<file path="config.mk">
export PLATFORM = sky130hd
export DESIGN_NAME = hero_write_arb_flat
export DESIGN_NICKNAME = d
export VERILOG_FILES = /design/src/rtl/hero_write_arb_pkg.sv /design/src/rtl/hero_write_arb_if.sv /design/src/rtl/hero_write_arb_fifo.sv /design/src/rtl/hero_write_arb.sv /design/src/flat_wrapper.sv
export SDC_FILE = /design/constraint.sdc
export NUM_CORES = 1
export LEC_CHECK = 0
export BUFFER_PORTS_ARGS = -buffer_cell sky130_fd_sc_hd__buf_2
export CAP_MARGIN = 10
export CORE_MARGIN = 5
export CORE_UTILIZATION = 50
export CTS_BUF_LIST = sky130_fd_sc_hd__clkbuf_4
export DETAILED_ROUTE_END_ITERATION = 10
export GPL_ROUTABILITY_DRIVEN = 0
export GPL_TIMING_DRIVEN = 0
export PLACE_DENSITY = 0.79
export RECOVER_POWER = 25
export SLEW_MARGIN = 20
export SYNTH_ARGS = -nofsm -noshare
export SYNTH_HDL_FRONTEND = slang
export SYNTH_SLANG_ARGS = --single-unit
</file>
<file path="constraint.sdc">
create_clock -name clk -period 3.8 [get_ports clk]
set_input_delay 1.14 -clock clk [delete_from_list [all_inputs] [get_ports clk]]
set_output_delay 1.14 -clock clk [all_outputs]
set_load 0.01 [all_outputs]
</file>
<file path="src/rtl/hero_write_arb_pkg.sv">
// Shared hero bus types and constants for the write arbiter.
package hero_write_arb_pkg;

  localparam int HERO_WIDTH      = 36;
  localparam int HERO_ARB_MAX_CH = 8;

  typedef enum logic [3:0] {
    IDLE  = 4'd0,
    VALID = 4'd1,
    DONE  = 4'd2
  } cycle_type_e;

  typedef struct packed {
    cycle_type_e             cycle_type;
    logic [HERO_WIDTH-1:0]   wdat;
    logic                    clk_en;
  } hero_beat_t;

  function automatic logic is_beat(input logic [3:0] ct);
    return (ct == 4'd1) || (ct == 4'd2);
  endfunction

  function automatic logic is_illegal(input logic [3:0] ct);
    return ct > 4'd2;
  endfunction

endpackage

</file>
<file path="src/rtl/hero_write_arb_if.sv">
// Producer-side and hero-bus-side signals of the write arbiter.
interface hero_write_arb_if
  import hero_write_arb_pkg::*;
#(
  parameter int NUM_CH = 4,
  parameter int DATA_W = HERO_WIDTH
);
  localparam int GW = $clog2(NUM_CH);

  logic [NUM_CH*4-1:0]      in_cycle_type;
  logic [NUM_CH*DATA_W-1:0] in_wdat;
  logic [NUM_CH-1:0]        in_clk_en;
  logic [NUM_CH-1:0]        in_ready;
  cycle_type_e              out_cycle_type;
  logic [DATA_W-1:0]        out_wdat;
  logic                     out_clk_en;
  logic                     out_ready;
  logic [GW-1:0]            out_grant;
  logic                     err_illegal;
  logic [15:0]              txn_count;

  modport slave (
    input  in_cycle_type, in_wdat, in_clk_en, out_ready,
    output in_ready, out_cycle_type, out_wdat, out_clk_en, out_grant, err_illegal, txn_count
  );

  modport master (
    output in_cycle_type, in_wdat, in_clk_en, out_ready,
    input  in_ready, out_cycle_type, out_wdat, out_clk_en, out_grant, err_illegal, txn_count
  );

endinterface

</file>
<file path="src/rtl/hero_write_arb_fifo.sv">
// Synchronous FIFO with registered full/empty; head word is read combinationally from storage.
// A pushed word becomes visible at the head one cycle later.
module hero_fifo #(
  parameter int WIDTH = 8,
  parameter int DEPTH = 4
) (
  input  logic             clk,
  input  logic             rst,
  input  logic             push_i,
  input  logic             pop_i,
  input  logic [WIDTH-1:0] wdat_i,
  output logic [WIDTH-1:0] rdat_o,
  output logic             full_o,
  output logic             empty_o
);
  localparam int AW = $clog2(DEPTH);

  logic [WIDTH-1:0] mem_q [DEPTH];
  logic [AW-1:0]    wr_ptr_q, rd_ptr_q;
  logic [AW:0]      cnt_q, cnt_d;
  logic             full_q, empty_q;

  always_comb cnt_d = cnt_q + (AW+1)'(push_i) - (AW+1)'(pop_i);

  always_ff @(posedge clk) begin
    if (rst) begin
      wr_ptr_q <= '0;
      rd_ptr_q <= '0;
      cnt_q    <= '0;
      full_q   <= 1'b0;
      empty_q  <= 1'b1;
    end else begin
      if (push_i) wr_ptr_q <= wr_ptr_q + 1'b1;
      if (pop_i)  rd_ptr_q <= rd_ptr_q + 1'b1;
      cnt_q   <= cnt_d;
      full_q  <= (cnt_d == (AW+1)'(DEPTH));
      empty_q <= (cnt_d == '0);
    end
  end

  always_ff @(posedge clk) begin
    if (push_i) mem_q[wr_ptr_q] <= wdat_i;
  end

  assign rdat_o  = mem_q[rd_ptr_q];
  assign full_o  = full_q;
  assign empty_o = empty_q;

endmodule

</file>
<file path="src/rtl/hero_write_arb.sv">
// Merges NUM_CH buffered hero write channels onto one hero bus, round-robin per transaction.
// A granted channel owns the bus until its DONE beat transfers; an empty owner shows IDLE bubbles.
module hero_write_arb
  import hero_write_arb_pkg::*;
#(
  parameter int NUM_CH     = 4,
  parameter int DATA_W     = HERO_WIDTH,
  parameter int FIFO_DEPTH = 4
) (
  input logic             clk,
  input logic             rst,
  hero_write_arb_if.slave bus
);
  localparam int GW = $clog2(NUM_CH);

  // Same layout as hero_beat_t, sized by this instance's DATA_W.
  typedef struct packed {
    cycle_type_e       cycle_type;
    logic [DATA_W-1:0] wdat;
    logic              clk_en;
  } beat_t;
  localparam int BEAT_W = $bits(beat_t);

  typedef enum logic {UNLOCKED, LOCKED} arb_state_e;

  arb_state_e        state_q, state_d;
  logic [GW-1:0]     grant_q, grant_d, rr_ptr_q, rr_ptr_d, pick, cur;
  logic              pick_vld, cur_vld, fire;
  logic [15:0]       txn_q, txn_d;
  logic              err_q, err_d;
  logic [NUM_CH-1:0] push, pop, full, empty, illegal;
  beat_t             wr_beat [NUM_CH];
  beat_t             rd_beat [NUM_CH];
  beat_t             head;

  for (genvar c = 0; c < NUM_CH; c++) begin : g_ch
    logic [3:0] ct;
    assign ct         = bus.in_cycle_type[4*c +: 4];
    assign push[c]    = is_beat(ct) && !full[c];
    assign illegal[c] = is_illegal(ct);
    assign wr_beat[c] = '{cycle_type: cycle_type_e'(ct),
                          wdat:       bus.in_wdat[DATA_W*c +: DATA_W],
                          clk_en:     bus.in_clk_en[c]};

    hero_fifo #(.WIDTH(BEAT_W), .DEPTH(FIFO_DEPTH)) u_fifo (
      .clk    (clk),
      .rst    (rst),
      .push_i (push[c]),
      .pop_i  (pop[c]),
      .wdat_i (wr_beat[c]),
      .rdat_o (rd_beat[c]),
      .full_o (full[c]),
      .empty_o(empty[c])
    );
  end

  assign bus.in_ready = ~full;

  // Scan downwards so the first non-empty channel at or after rr_ptr wins.
  always_comb begin
    pick     = rr_ptr_q;
    pick_vld = 1'b0;
    for (int i = NUM_CH - 1; i >= 0; i--) begin
      if (!empty[(int'(rr_ptr_q) + i) % NUM_CH]) begin
        pick     = GW'((int'(rr_ptr_q) + i) % NUM_CH);
        pick_vld = 1'b1;
      end
    end
  end

  always_comb begin
    state_d  = state_q;
    grant_d  = grant_q;
    rr_ptr_d = rr_ptr_q;
    txn_d    = txn_q;
    err_d    = err_q | (|illegal);
    cur      = grant_q;
    cur_vld  = 1'b0;
    pop      = '0;
    case (state_q)
      UNLOCKED: begin
        if (pick_vld) begin
          cur     = pick;
          cur_vld = 1'b1;
          grant_d = pick;
          state_d = LOCKED;
        end
      end
      LOCKED:  cur_vld = !empty[grant_q];
      default: ;
    endcase
    head     = rd_beat[cur];
    fire     = cur_vld && bus.out_ready;
    pop[cur] = fire;
    if (fire && head.cycle_type == DONE) begin
      state_d  = UNLOCKED;
      rr_ptr_d = (cur == GW'(NUM_CH - 1)) ? '0 : cur + 1'b1;
      txn_d    = txn_q + 16'd1;
    end
  end

  always_ff @(posedge clk) begin
    if (rst) begin
      state_q  <= UNLOCKED;
      grant_q  <= '0;
      rr_ptr_q <= '0;
      txn_q    <= '0;
      err_q    <= 1'b0;
    end else begin
      state_q  <= state_d;
      grant_q  <= grant_d;
      rr_ptr_q <= rr_ptr_d;
      txn_q    <= txn_d;
      err_q    <= err_d;
    end
  end

  assign bus.out_cycle_type = cur_vld ? head.cycle_type : IDLE;
  assign bus.out_wdat       = cur_vld ? head.wdat : '0;
  assign bus.out_clk_en     = cur_vld && head.clk_en;
  assign bus.out_grant      = cur;
  assign bus.err_illegal    = err_q;
  assign bus.txn_count      = txn_q;

endmodule

</file>
<file path="src/flat_wrapper.sv">
// flat-port wrapper written by rule: the top's interface ports become plain ports
module hero_write_arb_flat import hero_write_arb_pkg::*;
#(
  parameter int NUM_CH     = 4,
  parameter int DATA_W     = HERO_WIDTH,
  parameter int FIFO_DEPTH = 4
)
  (clk, rst, bus_in_cycle_type, bus_in_wdat, bus_in_clk_en, bus_out_ready, bus_in_ready, bus_out_cycle_type, bus_out_wdat, bus_out_clk_en, bus_out_grant, bus_err_illegal, bus_txn_count);
  hero_write_arb_if #(.NUM_CH(NUM_CH), .DATA_W(DATA_W)) bus_i ();
  input logic clk;
  input logic rst;
  input wire logic [$bits(bus_i.in_cycle_type)-1:0] bus_in_cycle_type;
  input wire logic [$bits(bus_i.in_wdat)-1:0] bus_in_wdat;
  input wire logic [$bits(bus_i.in_clk_en)-1:0] bus_in_clk_en;
  input wire logic [$bits(bus_i.out_ready)-1:0] bus_out_ready;
  output wire logic [$bits(bus_i.in_ready)-1:0] bus_in_ready;
  output wire logic [$bits(bus_i.out_cycle_type)-1:0] bus_out_cycle_type;
  output wire logic [$bits(bus_i.out_wdat)-1:0] bus_out_wdat;
  output wire logic [$bits(bus_i.out_clk_en)-1:0] bus_out_clk_en;
  output wire logic [$bits(bus_i.out_grant)-1:0] bus_out_grant;
  output wire logic [$bits(bus_i.err_illegal)-1:0] bus_err_illegal;
  output wire logic [$bits(bus_i.txn_count)-1:0] bus_txn_count;
  assign bus_i.in_cycle_type = bus_in_cycle_type;
  assign bus_i.in_wdat = bus_in_wdat;
  assign bus_i.in_clk_en = bus_in_clk_en;
  assign bus_i.out_ready = bus_out_ready;
  assign bus_in_ready = bus_i.in_ready;
  assign bus_out_cycle_type = bus_i.out_cycle_type;
  assign bus_out_wdat = bus_i.out_wdat;
  assign bus_out_clk_en = bus_i.out_clk_en;
  assign bus_out_grant = bus_i.out_grant;
  assign bus_err_illegal = bus_i.err_illegal;
  assign bus_txn_count = bus_i.txn_count;
  hero_write_arb #(.NUM_CH(NUM_CH), .DATA_W(DATA_W), .FIFO_DEPTH(FIFO_DEPTH)) u_core (.clk(clk), .rst(rst), .bus(bus_i));
endmodule
</file>
; Yosys cells after proc, flatten, opt, wreduce, memory -nomap -nowiden
; Memory sizes are Yosys's and may differ from the RTL's. A register that Yosys moved wholly into a read port is not among the register bits.
; Index checks and enable logic that the tools add are counted.
[totals]
n_memories = 4
word_cells = 160
ramBits = 656
inputBits = 167
reg_bits = 58
out_inout_bits = 64
[op_classes]
n_lt_le_gt_ge = 12
addsub = 21
reduce_logical = 26
n_eq_ne = 14
bitwise = 8
mux = 50
[memory_table]
columns = memory, depth, width, rd, rd_ports_with_merged_regs, wr, line_no
row1 = u_core.g_ch[0].u_fifo.mem_q, 4, 41, 1, 1, 1, hero_write_arb_fifo.sv:18  ; logic [WIDTH-1:0] mem_q [DEPTH];
row2 = u_core.g_ch[1].u_fifo.mem_q, 4, 41, 1, 1, 1, hero_write_arb_fifo.sv:18
row3 = u_core.g_ch[2].u_fifo.mem_q, 4, 41, 1, 1, 1, hero_write_arb_fifo.sv:18
row4 = u_core.g_ch[3].u_fifo.mem_q, 4, 41, 1, 1, 1, hero_write_arb_fifo.sv:18
[ops]
columns = operator, n
row1 = $bmux 41 s2, 1
row2 = $mux 41, 2
row3 = $mux 36, 1
row4 = $mux 2, 15
row5 = $mux 1, 23
row6 = $add 2x1->2 const B, 10
row7 = $eq 4x2->1 const B, 5
row8 = $add 16x1->16 const B, 1
row9 = $eq 4x1->1 const B, 4
row10 = $gt 4x2->1 const B, 4
row11 = $add 3x1->3, 4
row12 = $eq 3x3->1 const B, 4
row13 = $logic_not 3->1, 4
row14 = $lt 3x4->1 const B, 3
row15 = $sub 3x1->3, 4
row16 = $bmux 1 s2, 5
row17 = $lt 2x3->1 const B, 3
row18 = $logic_and 1x1->1, 8
row19 = $reduce_or 2->1, 4
row20 = $logic_not 1->1, 5
row21 = $add 2x2->2 const B, 2
row22 = $and 4x4->4, 1
row23 = $logic_or 1x1->1, 4
row24 = $mux 4, 1
row25 = other kinds (11), 13

; Logic depth before layout (Yosys ltp)
[depth]
word_depth = 19
ltp_mapped = 18

; Modules after synthesis
; A second synthesis with hierarchy kept.
[unflattened]
hier_cells = 1482
area_unflattened_um2 = 28518.6
[modules_own_cells]
columns = mod, n_inst, cells_each, area_each_um2
row1 = hero_fifo, 4, 260, 6449.9
row2 = hero_write_arb, 1, 442, 2718.9

; Worst setup path after synthesis
; OpenSTA, ideal clock, no wires.
[synth_timing]
path_kind = reg2reg
start = register u_core.g_ch[3].u_fifo.empty_q
end = register u_core.g_ch[3].u_fifo.empty_q
t_arrival_ns = 3.577
required_time_ns = 3.730
setup_ns = 0.070
synth_period_minus_slack_ns = 3.646
path_stages_with_launch = 19
path_slack_ns = 0.154
path_cell_list = dfxtp_1 > a41oi_4 > a21boi_4 > o2bb2ai_2 > buf_4 > clkbuf_1 > clkbuf_1 > inv_1 > ha_1 > and3_1 > ha_1 > inv_1 > ha_1 > inv_1 > fa_1 > xor2_1 > xnor2_1 > nor2_1 > a21oi_1
[synth_via]
elab_chain_len = 16
[synth_lines]
columns = element, line_no
row1 = "start, declared", hero_write_arb_fifo.sv:21  ; logic full_q, empty_q;
row2 = "start signal, assigned", hero_write_arb_fifo.sv:37  ; empty_q <= (cnt_d == '0);
row3 = $bmux 1 s2, hero_write_arb.sv:64  ; if (!empty[(int'(rr_ptr_q) + i) % NUM_CH]) begin
row4 = $mux 1 (not written as such) (2 in series), hero_write_arb.sv:64
row5 = $mux 2 or $mux 1 (tied branches) (4 in series), hero_write_arb.sv:64
row6 = $mux 2, hero_write_arb.sv:82  ; if (pick_vld) begin
row7 = $mux 2, hero_write_arb.sv:80  ; case (state_q)
row8 = $lt 2x3->1 (not written as such) or $ge 2x1->1 (tied branches), hero_write_arb.sv:94  ; pop[cur] = fire;
row9 = $logic_and 1x1->1 (not written as such), hero_write_arb.sv:94
row10 = $mux 1 (not written as such), hero_write_arb.sv:94
row11 = $demux 1 s2, --
row12 = $and 4x4->4 (no source line) *, --
row13 = net u_core.g_ch[3].u_fifo.pop_i, hero_write_arb_fifo.sv:10  ; input logic pop_i,
row14 = $sub 3x1->3 *, hero_write_arb_fifo.sv:23  ; always_comb cnt_d = cnt_q + (AW+1)'(push_i) - (AW+1)'(pop_i);
row15 = $logic_not 3->1 *, hero_write_arb_fifo.sv:37
; Mark *: on every way through the listed nets, which the timed path passes. The rest lies on a longest branch. The select of a mux whose other input is x is not followed.
; A chain may end at the register's enable or synchronous reset.

; Worst setup path in the final report
[layout_timing]
start = register u_core.rr_ptr_q[1]
end = output port bus_out_wdat[18]
[layout_via]
elab_chain_len = 15
[layout_lines]
columns = element, line_no
row1 = "start, declared", hero_write_arb.sv:27  ; logic [GW-1:0] grant_q, grant_d, rr_ptr_q, rr_ptr_d, pick, cur;
row2 = "start signal, assigned", hero_write_arb.sv:112  ; rr_ptr_q <= rr_ptr_d;
row3 = $add 2x2->2, "hero_write_arb.sv:64, hero_write_arb.sv:65"
row4 = $bmux 1 s2, hero_write_arb.sv:64
row5 = $mux 1 (not written as such) (2 in series), hero_write_arb.sv:64
row6 = $mux 2 or $mux 1 (tied branches) (4 in series), hero_write_arb.sv:64
row7 = $mux 2, hero_write_arb.sv:82
row8 = $mux 2, hero_write_arb.sv:80
row9 = $not 2->3 (not written as such), hero_write_arb.sv:92  ; head = rd_beat[cur];
row10 = $bmux 41 s2, hero_write_arb.sv:92
row11 = $mux 41 (not written as such) (2 in series), hero_write_arb.sv:92
row12 = $mux 36 *, hero_write_arb.sv:119  ; assign bus.out_wdat = cur_vld ? head.wdat : '0;
row13 = "end, declared", flat_wrapper.sv:18  ; output wire logic [$bits(bus_i.out_wdat)-1:0] bus_out_wdat;
; Every way passes the cells marked *; elsewhere a longest branch is shown, timed or not. The select of a mux whose other input is x is not followed.

==> impl_metrics.yaml <==
run_status:
  outcome: "complete, but fails checks"
  violations: "negative setup slack"
synthesis:
  yosys-top-cells-area: "edfxtp_1 69%, mux4_2 13%, dfxtp_1 4.6%, nand2_1 2.1%, nand3_1 1.4%"
  synth_top_family_by_area: "multiplexers"
  synth_top_area_share_pct: 68.95
  synth_simple_gate_area_share_pct: 7.235
  avgSynthCellArea_um2: 18.40
  synth.area.mux_share_pct: 14.06
  yosysSeqAreaShare_pct: 73.57
  yosysWarnings: 0
  synth-adder-area-share_pct: 1.419
  syn-num-nets: 1750
  yosysUniqueCellTypes: 57
  synthFlopType: "edfxtp_1"
  netlist_instances: 1553
  async_reset_ff_share_pct: 0
  ys_ff_latch: 722
  synth_area_leader_cell: "edfxtp_1"
  synth_edf_count: 656
  synth_area_um2: 28570
  synth_compound_area_share_pct: 1.441
  synthXorXnorAreaFrac_pct: 0.6131
global_route:
  grt_util_all_layers_pct: 22.58
  grt_pass1_wl_um: 104900
  grt-ovfl-total: 0
  antenna_found_initial: 23
  grt_start_max_net_pins: 42
  first_global_vias: 17353
clock_tree:
  clk_pin_slew_ns: 0.07
  clockBufferDepth: 3
  numCtsBuffers: 177
  insertion_delay_ns: 1.06
  root_buffer: "clkbuf_4"
  clock_sinks: 722
  cts_tree: "built"
  htree_num_levels: 4
  cts_hold_buf: 0
worst_setup_path:
  required_ns: 2.66
  cp-end-kind: "primary output"
  startpoint_type: "register"
  cp.arrival_ns: 3.24
  critical_path.top_delay_family: "buffers and inverters"
  cp_num_buf_inv: 5
  path_cells: "nor2b_2, o221ai_2, o2bb2ai_4, buf_12, inv_16, clkbuf_16, clkbuf_16, nand2_2, nand3_2, and3_4, buf_2"
  crit_slowest_cell: "dfxtp_2"
  worst-setup-path-type: "reg2out"
  crit_top_cell: "clkbuf_16"
  cpPeakStageDelay_ns: 0.48
  cp_max_fo: 8
placement:
  place.detailed.hpwl_um: 46520
  dp.cells: 2546
  pre_cts_slack_ns: -0.8516
  io_buffers: 229
  dpl-instance-area_um2: 30870
timing:
  finalSetupViolations: 43
  setup_ws_ns: -0.5810
  fin_crit_ns: 4.381
  fmax_ghz: 0.2283
  period_share_pct: 115.3
  clock_skew_ns: 0.06770
  drv_slew: 0
  slew_headroom_pct: 35.56
  whs_ns: 0.3216
  worstMarginPinSlew_ns: 0.9592
  rsz0062_at_grt: "yes"
  final_hold_viol_count: 0
routing:
  ant_nets: 0
  wl_per_cell_um: 24.76
  drt_iter0_drc: 1395
  drc: 0
  wirelength_um: 72030
  vias: 16560
  firstDrtPassIters: 6
  viasPerCell: 5.693
power:
  vdd_drop_max_v: 0.0007724
  power_density_nw_per_um2: 726.8
  p_leak_uw: 0.01197
  totalPowerFinal_uw: 25430
finish:
  multiInputGateArea_um2: 7840
  drive_above_1_share_pct: 40.19
  nets: 2212
  layout_common_cells: "656 x edfxtp_1, 256 x clkbuf_4, 165 x mux4_2"
  fillerInstances: 3958
  final_cell_area_um2: 34990
  syn_to_final_growth_pct: 22.48
  regArea_um2: 21050
  final_common_cell: "edfxtp_1"
  instances_no_fill: 2909
die:
  dieArea_um2: 62020
  start_util_pct: 50.57
  num_io_pins: 231
  die_width_um: 249.0
  die_h_um: 249.0
  rows: 87
  core-area_um2: 56500
flow_run:
  drv_cap: 0
min_path:
  hold_class: "in2reg"
==> synth_stat cells, types with 9 or more instances <==
cell / instances
and2_1: 21
and3_1: 46
buf_1: 19
clkbuf_1: 49
dfxtp_1: 66
edfxtp_1: 656
ha_1: 26
inv_1: 34
mux2_1: 14
mux2i_1: 9
mux4_2: 165
nand2_1: 161
nand3_1: 80
nor2_1: 60
nor2b_1: 21
nor3_1: 9
nor4_2: 9
xnor2_1: 12
==> final cells by class <==
cell class	count	area share [%]
Antenna cell	13	0.09296
Sequential cell	722	60.14
Inverter	36	0.4469
Tap cell	756	2.703
Multi-Input combinational cell	714	22.40
Clock inverter	58	1.073
Buffer	77	2.331
Timing Repair Buffer	287	5.535
Clock buffer	246	5.277
==> cell families after synthesis <==
group	after synthesis
multiplexers	191
AND/OR/NAND/NOR	424
AO/OA/AOI/OAI	49
XOR/XNOR	20
buffers and inverters	117
adder cells (fa/ha/maj)	30
flip-flops	722
==> layer usage <==
metal / routed length, µm / track usage (%)
met1: 26090 / 27.56
met2: 37100 / 37.45
met3: 6559 / 7.256
met4: 2126 / 9.737
met5: 152 / 0
==> where the power goes <==
part	internal, µW	leakage, µW	switching, µW
Clock	3280	0.00132	3100
Combinational	4710	0.00418	5210
Sequential	8950	0.00647	185
Total	16900	0.0120	8490
==> path summary, 6_finish.rpt <==
check                                    start                                 end  slack [ns]  cells past startpoint
max reg2reg                 u_core.rr_ptr_q[1]       u_core.g_ch[3].u_fifo.empty_o        0.12                     19
min reg2reg  u_core.g_ch[3].u_fifo.rd_ptr_q[1]   u_core.g_ch[3].u_fifo.rd_ptr_q[1]        0.54                      2
max                         u_core.rr_ptr_q[1]                    bus_out_wdat[18]       -0.58                     11
min                           bus_in_wdat[142]  u_core.g_ch[3].u_fifo.mem_q[1][35]        0.32                      1
==> metrics by stage <==
step,TNS (ns),utilization [%]
5_1_grt,-26.79,61.92
4_1_cts,-21.39,61.50
3_3_place_gp,-469.18,54.28
2_1_floorplan,0,-
3_5_place_dp,-24.19,54.64
6_report,-21.58,61.94
==> flip-flops by register name, summed over array words and instances (netlist names), named ones only <==
name                         cells
u_core.rr_ptr_q                  2
u_core.bus.txn_count            16
u_core.g_ch.u_fifo.full_o        4
u_core.g_ch.u_fifo.empty_o       4
u_core.bus.err_illegal           1
u_core.g_ch.u_fifo.cnt_q        12
u_core.g_ch.u_fifo.mem_q       656
u_core.g_ch.u_fifo.wr_ptr_q      8
u_core.grant_q                   2
u_core.g_ch.u_fifo.rd_ptr_q      8
u_core.state_q                   1
==> repair_timing <==
action                                  in CTS  in global routing
resized for setup                          368                 62
pin swaps                                   27                 14
gates cloned                                 5                  3
endpoints found under the setup margin      59                 49
setup buffers                               31                 11
Power figures use the tool's default switching activity.
